**src/rtl/calc_pkg.sv**
```systemverilog
// Shared definitions for the calculator datapath: operator codes, keypad geometry
// and the scanner FSM state type.
package calc_pkg;

  localparam logic [1:0] OP_ADD = 2'b00;
  localparam logic [1:0] OP_SUB = 2'b01;
  localparam logic [1:0] OP_MUL = 2'b10;

  localparam int NUM_ROWS = 4;
  localparam int NUM_COLS = 5;
  localparam int COL_OPS  = 4;

  typedef enum logic [1:0] {SCAN, DEBOUNCE, EMIT, RELEASE} state_t;

  // Lowest-indexed active-low row wins when several rows are pressed together.
  function automatic logic [1:0] lowest_low_row(input logic [3:0] rows);
    // NOTE: assign a default before the loop so the result is driven on every path.
    lowest_low_row = 2'd0;
    for (int i = NUM_ROWS - 1; i >= 0; i--) begin
      if (!rows[i]) lowest_low_row = 2'(i);
    end
  endfunction

endpackage

```
**src/rtl/keypad_scanner_sync2.sv**
```systemverilog
// Generic two-flop synchronizer for asynchronous level inputs.
module sync2 #(
  parameter int               WIDTH     = 1,
  parameter logic [WIDTH-1:0] RESET_VAL = '0
) (
  input  logic             clock,
  input  logic             reset,
  input  logic [WIDTH-1:0] d,
  output logic [WIDTH-1:0] q
);

  logic [WIDTH-1:0] meta;

  always_ff @(posedge clock) begin
    // NOTE: non-blocking so each stage takes the other's pre-edge value; blocking would merge the two flops.
    if (reset) begin
      meta <= RESET_VAL;
      q    <= RESET_VAL;
    end else begin
      meta <= d;
      q    <= meta;
    end
  end

endmodule

```
**src/rtl/keypad_scanner.sv**
```systemverilog
// 4x5 matrix keypad scanner: column drive, debounce, key encoding, one-cycle event pulses.
module keypad_scanner
  import calc_pkg::*;
#(
  parameter int SCAN_DIV        = 1000,
  parameter int DEBOUNCE_CYCLES = 500000
) (
  input  logic       clock,
  input  logic       reset,
  input  logic [3:0] row_n,
  output logic [4:0] col_n,
  output logic       newhex,
  output logic [3:0] hexcode,
  output logic       newop,
  output logic [1:0] opcode,
  output logic       eq,
  output logic       key_held
);

  localparam int CNT_W = $clog2(SCAN_DIV > DEBOUNCE_CYCLES ? SCAN_DIV : DEBOUNCE_CYCLES);
  localparam logic [CNT_W-1:0] SCAN_LAST = CNT_W'(SCAN_DIV - 1);
  localparam logic [CNT_W-1:0] DEB_LAST  = CNT_W'(DEBOUNCE_CYCLES - 1);
  localparam logic [2:0]       OPS_IDX   = 3'(COL_OPS);

  state_t           state;
  logic [3:0]       rows_s;
  logic [2:0]       col_idx;
  logic [CNT_W-1:0] scan_cnt;
  logic [CNT_W-1:0] deb_cnt;
  logic [3:0]       key_pat;
  logic [1:0]       key_row;

  function automatic logic [2:0] next_col(input logic [2:0] idx);
    return (idx == OPS_IDX) ? 3'd0 : idx + 3'd1;
  endfunction

  // Idle rows read high, so the synchronizer resets to "no key".
  sync2 #(.WIDTH(4), .RESET_VAL(4'hF)) u_row_sync (
    .clock (clock),
    .reset (reset),
    .d     (row_n),
    .q     (rows_s)
  );

  assign col_n = ~(5'b00001 << col_idx);

  always_ff @(posedge clock) begin
    if (reset) begin
      state    <= SCAN;
      col_idx  <= 3'd0;
      scan_cnt <= '0;
      deb_cnt  <= '0;
      key_pat  <= 4'hF;
      key_row  <= 2'd0;
      newhex   <= 1'b0;
      newop    <= 1'b0;
      eq       <= 1'b0;
      hexcode  <= 4'h0;
      opcode   <= OP_ADD;
      key_held <= 1'b0;
    end else begin
      newhex <= 1'b0;
      newop  <= 1'b0;
      eq     <= 1'b0;

      case (state)
        SCAN: begin
          if (scan_cnt == SCAN_LAST) begin
            scan_cnt <= '0;
            if (rows_s != 4'hF) begin
              key_pat <= rows_s;
              key_row <= lowest_low_row(rows_s);
              deb_cnt <= '0;
              state   <= DEBOUNCE;
            end else begin
              col_idx <= next_col(col_idx);
            end
          end else begin
            scan_cnt <= scan_cnt + 1'b1;
          end
        end

        DEBOUNCE: begin
          if (rows_s != key_pat) begin
            scan_cnt <= '0;
            state    <= SCAN;
          end else if (deb_cnt == DEB_LAST) begin
            // Pulses are registered here so they are high exactly during EMIT.
            if (col_idx != OPS_IDX) begin
              newhex  <= 1'b1;
              hexcode <= {key_row, col_idx[1:0]};
            end else begin
              case (key_row)
                2'd0:    begin newop <= 1'b1; opcode <= OP_ADD; end
                2'd1:    begin newop <= 1'b1; opcode <= OP_SUB; end
                2'd2:    begin newop <= 1'b1; opcode <= OP_MUL; end
                default: eq <= 1'b1;
              endcase
            end
            key_held <= 1'b1;
            state    <= EMIT;
          end else begin
            deb_cnt <= deb_cnt + 1'b1;
          end
        end

        EMIT: begin
          deb_cnt <= '0;
          state   <= RELEASE;
        end

        RELEASE: begin
          if (rows_s != 4'hF) begin
            deb_cnt <= '0;
          end else if (deb_cnt == DEB_LAST) begin
            deb_cnt  <= '0;
            scan_cnt <= '0;
            col_idx  <= next_col(col_idx);
            key_held <= 1'b0;
            state    <= SCAN;
          end else begin
            deb_cnt <= deb_cnt + 1'b1;
          end
        end

        default: state <= SCAN;
      endcase
    end
  end

endmodule

```
**config.mk**
```make
export PLATFORM = sky130hd
export DESIGN_NAME = keypad_scanner
export DESIGN_NICKNAME = d
export VERILOG_FILES = /design/src/rtl/calc_pkg.sv /design/src/rtl/keypad_scanner_sync2.sv /design/src/rtl/keypad_scanner.sv
export SDC_FILE = /design/constraint.sdc
export NUM_CORES = 1
export LEC_CHECK = 0
export CAP_MARGIN = 0
export CORE_MARGIN = 8
export CORE_UTILIZATION = 50
export CTS_CLUSTER_DIAMETER = 100
export DETAILED_ROUTE_END_ITERATION = 12
export PLACE_DENSITY = 0.76
export SLEW_MARGIN = 20
export SYNTH_ARGS = -nofsm -noshare
export SYNTH_HDL_FRONTEND = slang
export SYNTH_SLANG_ARGS = --single-unit
export TNS_END_PERCENT = 5
```
**constraint.sdc**
```tcl
create_clock -name clock -period 2.48 [get_ports clock]
set_input_delay 0.372 -clock clock [delete_from_list [all_inputs] [get_ports clock]]
set_output_delay 0.372 -clock clock [all_outputs]
set_load 0.02 [all_outputs]
```
==> Yosys cells after proc, flatten, opt, wreduce, memory -nomap -nowiden <==
Cells that the tools add are included.
W data, S select, Z words.
{ "op_classes": {"shift": 1, "n_eq_ne": 21, "magnitude_cmp": 0, "n_addsub": 3, "mul": 0, "reduce_logical": 17, "div": 0, "mux": 38, "bitwise": 5} }
{ "ops": {"columns": ["cell", "count"], "rows": [
  ["$mux W19", 10],
  ["$pmux W19 S4", 1],
  ["$pmux W19 S3", 1],
  ["$add A19 B1 Y19 const B", 2],
  ["$mux W2", 10],
  ["$reduce_and A5 Y1", 4],
  ["$eq A19 B10 Y1 const B", 1],
  ["$eq A19 B19 Y1 const B", 1],
  ["$ne A2 B2 Y1 const B", 9],
  ["$mux W3", 5],
  ["$reduce_and A4 Y1", 3],
  ["$pmux W2 S4", 1],
  ["$mux W1", 7],
  ["$eq A2 B2 Y1 const B", 3],
  ["$ne A3 B3 Y1 const B", 2],
  ["$pmux W2 S3", 1],
  ["$pmux W3 S2", 1],
  ["$reduce_bool A3 Y1", 2],
  ["$not A5 Y5", 1],
  ["$reduce_or A5 Y1", 1],
  ["$shl A1 B3 Y5 const A", 1],
  ["$eq A2 B1 Y1 const B", 2],
  ["$logic_not A2 Y1", 2],
  ["$ne A4 B4 Y1", 1],
  ["other kinds (9)", 13]
]} }
{ "totals": {"latch_bits": 0, "ram_bits": 0, "n_memories": 0, "regBits": 67, "romBits": 0} }

==> Longest topological paths before layout <==
Gate-level depths: netlist (run 1).
{ "depth": {"depth_word": 5, "mapped_depth": 9} }

==> Cells and area by module <==
Synthesis (run 1) repeated with hierarchy kept, for this count alone.
{ "unflattened": {"hier_cells": 433, "area_unflattened_um2": 3557.2} }
{ "by_module_without_submodules": {"columns": ["module", "instances", "seq_area_each_um2", "cells_each", "area_per_inst_um2"], "rows": [
  ["keypad_scanner", 1, 1181.1, 417, 3347.0],
  ["sync2", 1, 160.2, 16, 210.2]
]} }

==> Worst setup path after synthesis (run 1) <==
OpenSTA, ideal clock, no wires.
{ "synth_timing": {"kind": "reg2reg", "start": "register deb_cnt[14]", "end": "register scan_cnt[8]", "arrival_time_ps": 2426, "slack_ps": -16, "setup_ps": 70, "period_less_slack_ps": 2496, "required_ps": 2410, "path_buffers": 1, "path_stages_with_launch": 8, "cell_sequence": "dfxtp_1 > or4_1 > or4_4 > nor4_4 > buf_6 > o211ai_4 > or4b_1 > a21oi_1"} }
{ "synth_via": {"elab_chain_cells": 3} }
{ "synth_rtl": {"columns": ["element", "line_no", "rtl"], "rows": [
  ["start, declared", "keypad_scanner.sv:29", "logic [CNT_W-1:0] deb_cnt;"],
  ["start signal, assigned", "keypad_scanner.sv:103", "deb_cnt <= deb_cnt + 1'b1;"],
  ["start signal, assigned", "keypad_scanner.sv:122", "deb_cnt <= deb_cnt + 1'b1;"],
  ["$eq A19 B19 Y1", "keypad_scanner.sv:115", "end else if (deb_cnt == DEB_LAST) begin"],
  ["$ne A2 B2 Y1 (no source line)", null, null],
  ["$reduce_and A4 Y1 (no source line)", null, null],
  ["end signal, assigned", "keypad_scanner.sv:79", "scan_cnt <= scan_cnt + 1'b1;"],
  ["end, declared", "keypad_scanner.sv:28", "logic [CNT_W-1:0] scan_cnt;"]
]} }
Every way passes these cells.
A chain may end at the register's enable or synchronous reset.

==> Final worst setup path (run 1) <==
{ "layout_timing": {"start": "register deb_cnt[12]", "end": "register scan_cnt[8]"} }
Same word-level chain as after synthesis.

==> results list, run 1 <==
- Synthesis inferred 67 register bits.
- Mux contribution to synthesized area: 0.0187
- Leaving out fill and tap cells, the most frequent cell in the layout is sky130_fd_sc_hd__dfxtp_1.
* Share of async-settable or async-resettable flops after synthesis: 0
- In this run the power density over the cells is 492 nW/um2.
- The via count of the first global-routing pass came to 2717.
- Final setup violation count: 0
- The worst setup path is of the reg2reg kind.
- Of all nets on the critical path, the largest fanout is 6.
* Standard-cell row count: 29
* Share of layout cells above drive strength 1: 0.205
* Unrepaired setup endpoints after global routing: true
- The core region is 6280 um2.
* CTS tree: done
* Accumulated negative setup slack: 0 ns
- Walking the worst path, the cells encountered are or4b_1 -> or4_4 -> nor4_4 -> buf_6 -> o211ai_4 -> or4b_4 -> a21oi_2.
- In the global route stage, overall resource usage came out at 0.165.
- In this design, the stage delay of the slowest critical-path cell is 0.54 ns.
- Overall die width: 96.2 um
* Peak supply drop: 0.000453 V
- Final Critical Period: 2.46 ns
- Number of sinks handled by clock tree synthesis: 67
* First-pass GRT wire length: 12000 um
- By area, the combinational part of the netlist is dominated by simple AND/OR/NAND/NOR gates.
- Max-capacitance violation count: 0
* Area fraction in and, or, nand and nor cells after synthesis: 0.256
* Period utilization: 0.993
- Largest net degree at the start of global routing: 25
- For the pin with the worst max-slew slack, the measured transition is 0.800 ns.
- Synthesis produced a netlist whose cell count is 369.
* Outcome: complete, no violations
- After clock tree synthesis, the flow added hold-fix buffers numbering 0.
- Across all setup checks in the final design, the least slack found is 0.0161 ns.
- Counting along the longest clock path gives a buffer depth of 2.
* Slew headroom: 0.467
- Fill cell total of the finished layout: 497
- Number of flops mapped to enable cells by yosys: 0
- The floorplan step defined a die boundary enclosing 9250 um2.
* Worst EP required: 2.76 ns
* Clock-pin slew on the worst setup and hold paths: 0.07 ns
* Highest-delay cell along the critical path: sky130_fd_sc_hd__or4_4
* Num ports: 21
* Number of pins exceeding their max-slew limit in the final report: 0
- The repair_antennas step left the layout with diodes totalling 0.
- Of the synthesized area, sequential elements account for 0.417.
* Type of element capturing the critical path: register
- First drt pass iteration count: 5
- Register area: 1340 um2
- The hold violation total from the final report is 0.
- The area fraction in compound gates after synthesis came to 0.140.
* CP Launch Type: register
* Number of antenna violations at the first check in global routing: 0
- Together, buffers and inverters on the worst path number 1.
* Critical Path AT: 2.75 ns
* Routability-driven placement congestion ratio: 0.874
- Synthesized cell area: 3210 um2
* Number of distinct library cells after synthesis: 46
- The die is 96.2 um tall.
- Of the total synthesized cell area, the portion taken by XOR and XNOR cells is 0.101.
- For this configuration, the core starts out at a cell density of 0.512.
* Top cell family by delay on the critical path: simple AND/OR/NAND/NOR gates
- Maximum clock frequency: 406 MHz
* Most frequent cells in the layout: 66 x sky130_fd_sc_hd__dfxtp_1, 54 x sky130_fd_sc_hd__nor2_1, 40 x sky130_fd_sc_hd__buf_4
- The Yosys step of the flow raised 0 warnings.
* Most instantiated flip-flop cell in the synthesis netlist: sky130_fd_sc_hd__dfxtp_1
- The wire-length estimate of the detail-placed layout is 5110 um.
- Vias/cell: 5.66
* Leftover overflow at the end of global routing: 0
- Overall via count from detail_route: 2864
- Classification of the worst-slack hold path: reg2reg
- Buffer type at the clock tree root: sky130_fd_sc_hd__clkbuf_8
* Mean instance size in the synthesized netlist: 8.71 um2
- Number of buffers added by the clock tree synthesis step: 9
* Post-synthesis to final-layout area growth: 24.6%
* Worst clock skew on the final layout: 0.00770 ns
- In this run the remaining antenna-violating nets after routing total 0.
- Net count of the mapped netlist: 382
- The multi-input combinational cells in the finished layout cover a total of 1810 um2.
- Area share of fa/ha/maj cells after synthesis: 0.0273
- Worst-case hold slack: 0.412 ns
* Clk Latency, worst-skew pair: 0.35 ns
- Detailed-route wire length: 7140 um
- In the final routed layout, each cell accounts on average for 14.1 um.
- Htree depth: 3
* Leakage: 1.43 nW
* Placement-stage worst setup slack: -0.0631 ns
* Count of routing violations after the opening detailed-route iteration: 185
* Buffers added on ports: 20
- For this run, design rule violations remaining after detail routing come to 0.
* NumNets Final: 437
==> state kept, by name, indices dropped and copies added, names as in the netlist, named ones only <==
name and flops:
u_row_sync.q 4, col_idx 3, newhex 1, u_row_sync.meta 4, eq 1, key_row 2, state 1, key_pat 4
newop 1, opcode 2, scan_cnt 19, deb_cnt 19, hexcode 4, key_held 1
==> synthesized netlist by cell type (2+ instances only) <==
library cell,count,share of area
sky130_fd_sc_hd__dfxtp_1,67,0.42
sky130_fd_sc_hd__nor2_1,55,0.064
sky130_fd_sc_hd__nand2_1,29,0.034
sky130_fd_sc_hd__a21oi_1,21,0.033
sky130_fd_sc_hd__xor2_1,19,0.052
sky130_fd_sc_hd__xnor2_1,18,0.049
sky130_fd_sc_hd__inv_1,12,0.014
sky130_fd_sc_hd__clkbuf_1,11,0.013
sky130_fd_sc_hd__nand3_1,11,0.017
sky130_fd_sc_hd__o21ai_0,10,0.016
sky130_fd_sc_hd__o2111ai_1,9,0.025
sky130_fd_sc_hd__a211oi_1,8,0.019
sky130_fd_sc_hd__nor3_1,8,0.012
sky130_fd_sc_hd__nor4_1,8,0.016
sky130_fd_sc_hd__or2_2,8,0.016
sky130_fd_sc_hd__ha_1,7,0.027
sky130_fd_sc_hd__and3_1,6,0.012
sky130_fd_sc_hd__mux2i_1,6,0.019
sky130_fd_sc_hd__o211ai_1,6,0.014
sky130_fd_sc_hd__buf_2,5,0.0078
sky130_fd_sc_hd__nand4_1,5,0.0097
sky130_fd_sc_hd__or4_1,5,0.012
sky130_fd_sc_hd__or4b_1,4,0.012
sky130_fd_sc_hd__and2_1,3,0.0058
sky130_fd_sc_hd__or3_1,3,0.0058
sky130_fd_sc_hd__a2111oi_2,2,0.0093
sky130_fd_sc_hd__and4_1,2,0.0055
sky130_fd_sc_hd__nand2b_1,2,0.0039
sky130_fd_sc_hd__nand4b_1,2,0.0055
==> routing by layer <==
layer / global-route usage / wire (um) / up-vias
li1: - / - / 1412
met1: 0.190 / 3090 / 1379
met2: 0.279 / 3630 / 60
met3: 0.0406 / 303 / 13
met4: 0.0768 / 119 / 0
met5: 0 / 0 / -
==> where the power goes <==
part           leakage (nW)  internal, mW  total (mW)  switching (mW)
registers             0.543          1.09        1.10         0.00934
clock network        0.0896         0.366       0.800           0.434
logic                 0.794        0.0348      0.0748          0.0401
==> path summary, 6_finish.rpt <==
kind | from | slack [ns] | depth (start not counted) | endpoint
worst max-delay path | deb_cnt[12]$_SDFFE_PP0P_ | 0.02 | 7 | scan_cnt[8]$_SDFFE_PP0P_
worst min-delay path | u_row_sync.meta[0]$_SDFF_PP1_ | 0.41 | 1 | u_row_sync.q[0]$_SDFF_PP1_
worst max register to register | deb_cnt[12]$_SDFFE_PP0P_ | 0.02 | 7 | scan_cnt[8]$_SDFFE_PP0P_
worst min register to register | u_row_sync.meta[0]$_SDFF_PP1_ | 0.41 | 1 | u_row_sync.q[0]$_SDFF_PP1_
==> what timing repair did <==
item	in CTS	in global routing
setup buffers	0	0
gates resized for setup	1	17
pin swaps	1	3
endpoints found under the setup margin	3	35
==> per-stage QoR <==
| stage | utilization | area (um2) | cells | power [mW] |
|---|---|---|---|---|
| finish | 0.638 | 4010 | 506 | 1.97 |
| global route | 0.638 | 4010 | 506 | 2.05 |
| CTS | 0.628 | 3940 | 506 | 2.00 |
| detailed placement | 0.599 | 3760 | 490 | 1.20 |
| global placement | 0.599 | 3760 | 490 | 1.19 |
| floorplan | - | 3210 | 369 | 1.16 |
==> final cells by class <==
type	count	share of cell area
Multi-Input combinational cell	272	0.452
Sequential cell	67	0.335
Timing Repair Buffer	62	0.133
Clock buffer	9	0.0309
Tap cell	77	0.0241
Clock inverter	7	0.0131
Inverter	12	0.0112
==> cell families (layout without fill, tap and decap cells) <==
logic type / count (synthesis) / in the layout
AND/OR/NAND/NOR: 158 / 158
flip-flops: 67 / 67
AO/OA/AOI/OAI: 64 / 64
XOR/XNOR: 37 / 37
buffers and inverters: 30 / 90
adder cells (fa/ha/maj): 7 / 7
multiplexers: 6 / 6
Power figures use the tool's default switching activity.
==> inputs of run 2 (changes only) <==
Settings changed: CELL_PAD_IN_SITES_DETAIL_PLACEMENT set to 0, CELL_PAD_IN_SITES_GLOBAL_PLACEMENT set to 1, CORE_UTILIZATION 50 to 40, PLACE_DENSITY 0.76 to 0.78.
==> run 2 against run 1 <==
Against the previous run: non-clock buffer count increased by 1; largest power group unchanged; critical path type unchanged; clock power increased by 0.6%; via count decreased by 4.6%; clock skew decreased by 0.00078 ns; global-route usage decreased by 3.4 points; total power increased by 0.23%; flip-flop and latch count unchanged; die area increased by 21%.
==> results list, run 2 (synthesized netlist as in run 1, its figures left out) <==
- DRT met1 WL: 3410 um (+10%)
* Hold path cells: 1 (unchanged)
- The largest registers in the layout are deb_cnt x19, scan_cnt x19.
- TritonCTS built the clock tree.
- The worst endpoint data arrival time came to 2.73 ns (-0.02 ns).
- Antenna fix cells: 0 (unchanged)
- Routability-driven placement congestion ratio: 0.816 (-6.7%)
* Post-synthesis to final-layout area growth: 26.3%
- Number of pins exceeding their max-slew limit in the final report: 0 (unchanged)
- Area of the placeable core: 7770 um2 (+24%)
- The root buffer cell chosen for the clock tree is sky130_fd_sc_hd__clkbuf_8.
- R2R Path End: scan_cnt[18]$_SDFFE_PP0P_
- Number of buffers added by the clock tree synthesis step: 9 (unchanged)
- Worst setup path startpoint: deb_cnt[12]$_SDFFE_PP0P_
* Clk Latency, worst-skew pair: 0.34 ns (about the same)
- Largest stage delay, worst path: 0.54 ns (about the same)
- Setup repair after global routing could not meet its margin everywhere.
- Number of global-route vias before repair: 2612 (-3.9%)
- Final setup violation count: 0 (unchanged)
- The peak fanout along the critical path is 4 (-2).
- The number of cells traversed by the worst register-to-register path was 8 (+1).
- Part of the power in registers: 0.555 (about the same)
* Classification of the worst-slack hold path: reg2reg
- The post-layout minimum cycle time came to 2.46 ns (-0.00367 ns).
* Most common cell after layout, fill and taps aside: sky130_fd_sc_hd__dfxtp_1
- The data required time at the worst endpoint is 2.75 ns (about the same).
- Average wire per cell in the routed design: 13.4 um (-4.7%)
- Number of antenna violations at the first check in global routing: 0 (unchanged)
* Total global routing track utilization: 0.130 (-0.0341)
* Worst clock skew on the final layout: 0.00692 ns (-0.000779 ns)
* Worst R2R Start: deb_cnt[12]$_SDFFE_PP0P_
- The number of placement rows came to 32 (+10%).
- The met3 wire length is 235 um (-22%).
* Type of element capturing the critical path: register
* Leakage: 1.43 nW (+0.61%)
- Clock-pin slew on the worst setup and hold paths: 0.08 ns (about the same)
* NumNets Final: 438 (+0.23%)
- Fin. Hold Viols: 0 (unchanged)
- Bufs on Longest Clock Path: 2 (unchanged)
- First-pass GRT wire length: 12000 um (+0.46%)
- Grouping stages by cell kind, the critical path spends the most delay in simple AND/OR/NAND/NOR gates.
* Worst Min Path Start: u_row_sync.meta[2]$_SDFF_PP1_
- The number of inserted filler cells in the final layout is 734 (+48%).
- Highest routed metal layer: met4
- Power density of the placed cells: 487 nW/um2 (-1.1%)
* Logic depth of the worst path, buffers included: 8 (+1)
- Final HPWL DP: 4960 um (-2.9%)
- The amount of wire on met2 after detailed routing was 3430 um (-5.6%).
- Area of combinational cells with multiple inputs: 1820 um2 (+0.35%)
* Die footprint: 11200 um2 (+21%)
* Fraction of power spent switching nets: 0.246 (+0.00103)
- Total DRC errors in the routed layout: 0 (unchanged)
* Htree depth: 3 (unchanged)
- Among all stages on the critical path, the largest delay is contributed by sky130_fd_sc_hd__or4_4.
- Largest net degree at the start of global routing: 25 (unchanged)
- Overall via count from detail_route: 2732 (-4.6%)
* Count of routing violations after the opening detailed-route iteration: 124 (-33%)
- The number of top-level pins is 21 (unchanged).
- Overall die width: 106 um (+9.8%)
- The switching component of the power is 0.487 mW (+0.65%).
* Most frequent cells in the layout: 65 x sky130_fd_sc_hd__dfxtp_1, 54 x sky130_fd_sc_hd__nor2_1, 39 x sky130_fd_sc_hd__buf_4
- Post-Layout Cell Count: 532 (+5.1%)
- The height of the chip is 106 um (+9.8%).
- The internal reg-to-reg setup slack is 0.02 ns (about the same).
- Cell mode on critical path: sky130_fd_sc_hd__buf_4
- The number of placed instances with taps included is 515 (+5.1%).
- The residual antenna-violating net count after detailed routing came to 0 (unchanged).
- Share of layout cells above drive strength 1: 0.205 (-0.000477)
- The register area was 1340 um2 (about the same).
- The critical path ends at scan_cnt[18]$_SDFFE_PP0P_.
- Accumulated negative setup slack: 0 ns (unchanged)
- Clock network fraction of total power: 0.407 (about the same)
- Buffers added on ports: 20 (unchanged)
- Ordered cell list for the critical path: or4b_1 -> or4_4 -> nor4_4 -> buf_4 -> buf_4 -> o211ai_1 -> or3_1 -> a21oi_1
- The worst-margin pin slew is 0.443 ns (-0.357 ns).
- The maximum resistive drop on vdd came to 0.000294 V (-35%).
* Comb pwr share: 0.038 (about the same)
* Max-capacitance violation count: 0 (unchanged)
- Slew headroom: 0.704 (+0.238)
- The number of iterations in the first detailed-routing pass is 4 (-1).
- Worst-case hold slack: 0.415 ns (+0.00251 ns)
- The mean number of vias per cell was 5.14 (-9.3%).
- Period utilization: 0.992 (-0.00148)
- Post-cts hold buffer count: 0 (unchanged)
- Detailed-route wire length: 7150 um (+0.18%)
- The TritonCTS sink count came to 67 (unchanged).
* Maximum clock frequency: 406 MHz (+0.15%)
* Leftover overflow at the end of global routing: 0 (unchanged)
- Initial Utilization: 0.414 (-0.0982)
* Worst Setup Path Type: reg2reg
- The worst setup path is launched from a register.
- The run finished with clean final reports.
- Buffer and inverter count on the worst path: 2 (+1)
- Cell internal pwr: 1.49 mW (about the same)
[run 2: changes by cell type in the layout (fill, tap and decap cells not counted), moves of 2 or more]
| cell | change |
|---|---|
| sky130_fd_sc_hd__a211oi_1 | +3 |
| sky130_fd_sc_hd__a211oi_2 | -4 |
| sky130_fd_sc_hd__buf_6 | +2 |
| sky130_fd_sc_hd__clkinv_4 | -2 |
| sky130_fd_sc_hd__nor4_1 | +2 |
| sky130_fd_sc_hd__nor4_2 | -2 |
| sky130_fd_sc_hd__or3_1 | -2 |
| sky130_fd_sc_hd__or3_4 | +2 |
[run 2: power by group through the flow]
stage / sequential [mW] / combinational [mW] / clock, mW
after global placement: 1.12 / 0.0725 / 0
after floorplan: 1.12 / 0.0387 / 0
final: 1.10 / 0.0751 / 0.805
after CTS: 1.10 / 0.0734 / 0.837
after global routing: 1.10 / 0.0839 / 0.878
after detailed placement: 1.12 / 0.0730 / 0
[run 2: cell type report]
class,instances,share of cell area
inverters,12,0.0111
well taps,102,0.0315
multi-input cells,272,0.448
clock inverters,7,0.0126
flip-flops and latches,67,0.331
clock buffers,9,0.0305
repair buffers,63,0.135
[run 2: repair_timing]
item                                    4_1_cts  5_1_grt
endpoints found under the setup margin        5       39
pin swaps                                     5        6
buffers inserted                              0        1
resized for setup                             4       18
[run 2: metrics by stage]
step           setup WS [ns]  utilization  total power [mW]  area [um2]
2_1_floorplan       0.000439            -              1.16        3210
3_3_place_gp          0.0132        0.488              1.19        3790
3_5_place_dp         -0.0153        0.488              1.19        3790
4_1_cts              -0.0179        0.512              2.01        3980
5_1_grt              -0.0787        0.522              2.06        4060
6_report              0.0198        0.522              1.98        4060
[run 2: worst min path at each step]
| stage | slack (ns) | to |
|---|---|---|
| final | 0.41 | u_row_sync.q[2]$_SDFF_PP1_ |
| after global routing | 0.43 | u_row_sync.q[3]$_SDFF_PP1_ |
| after CTS | 0.42 | u_row_sync.q[2]$_SDFF_PP1_ |
| after floorplan | 0.39 | u_row_sync.q[0]$_SDFF_PP1_ |
| after global placement | 0.39 | u_row_sync.q[2]$_SDFF_PP1_ |
| after detailed placement | 0.40 | u_row_sync.q[2]$_SDFF_PP1_ |
[run 2: worst reg2reg max path, cell delays in order, from the launching register on]
cell                       delay [ns]
sky130_fd_sc_hd__dfxtp_1         0.31
sky130_fd_sc_hd__or4b_1          0.51
sky130_fd_sc_hd__or4_4           0.54
sky130_fd_sc_hd__nor4_4          0.13
sky130_fd_sc_hd__buf_4           0.17
sky130_fd_sc_hd__buf_4           0.11
sky130_fd_sc_hd__o211ai_1        0.11
sky130_fd_sc_hd__or3_1           0.36
sky130_fd_sc_hd__a21oi_1         0.14
[run 2: layer usage]
metal / GRT usage / vias up
met3: 0.0341 / 6
li1: - / 1410
met4: 0.0553 / 0
met1: 0.165 / 1277
met5: 0 / -
met2: 0.205 / 39
==> inputs of run 3 (changes only) <==
Settings changed: GPL_ROUTABILITY_DRIVEN set to 0.
==> results of run 3 <==
Same layout as run 2: the final DEF is identical, and so are final timing and power.
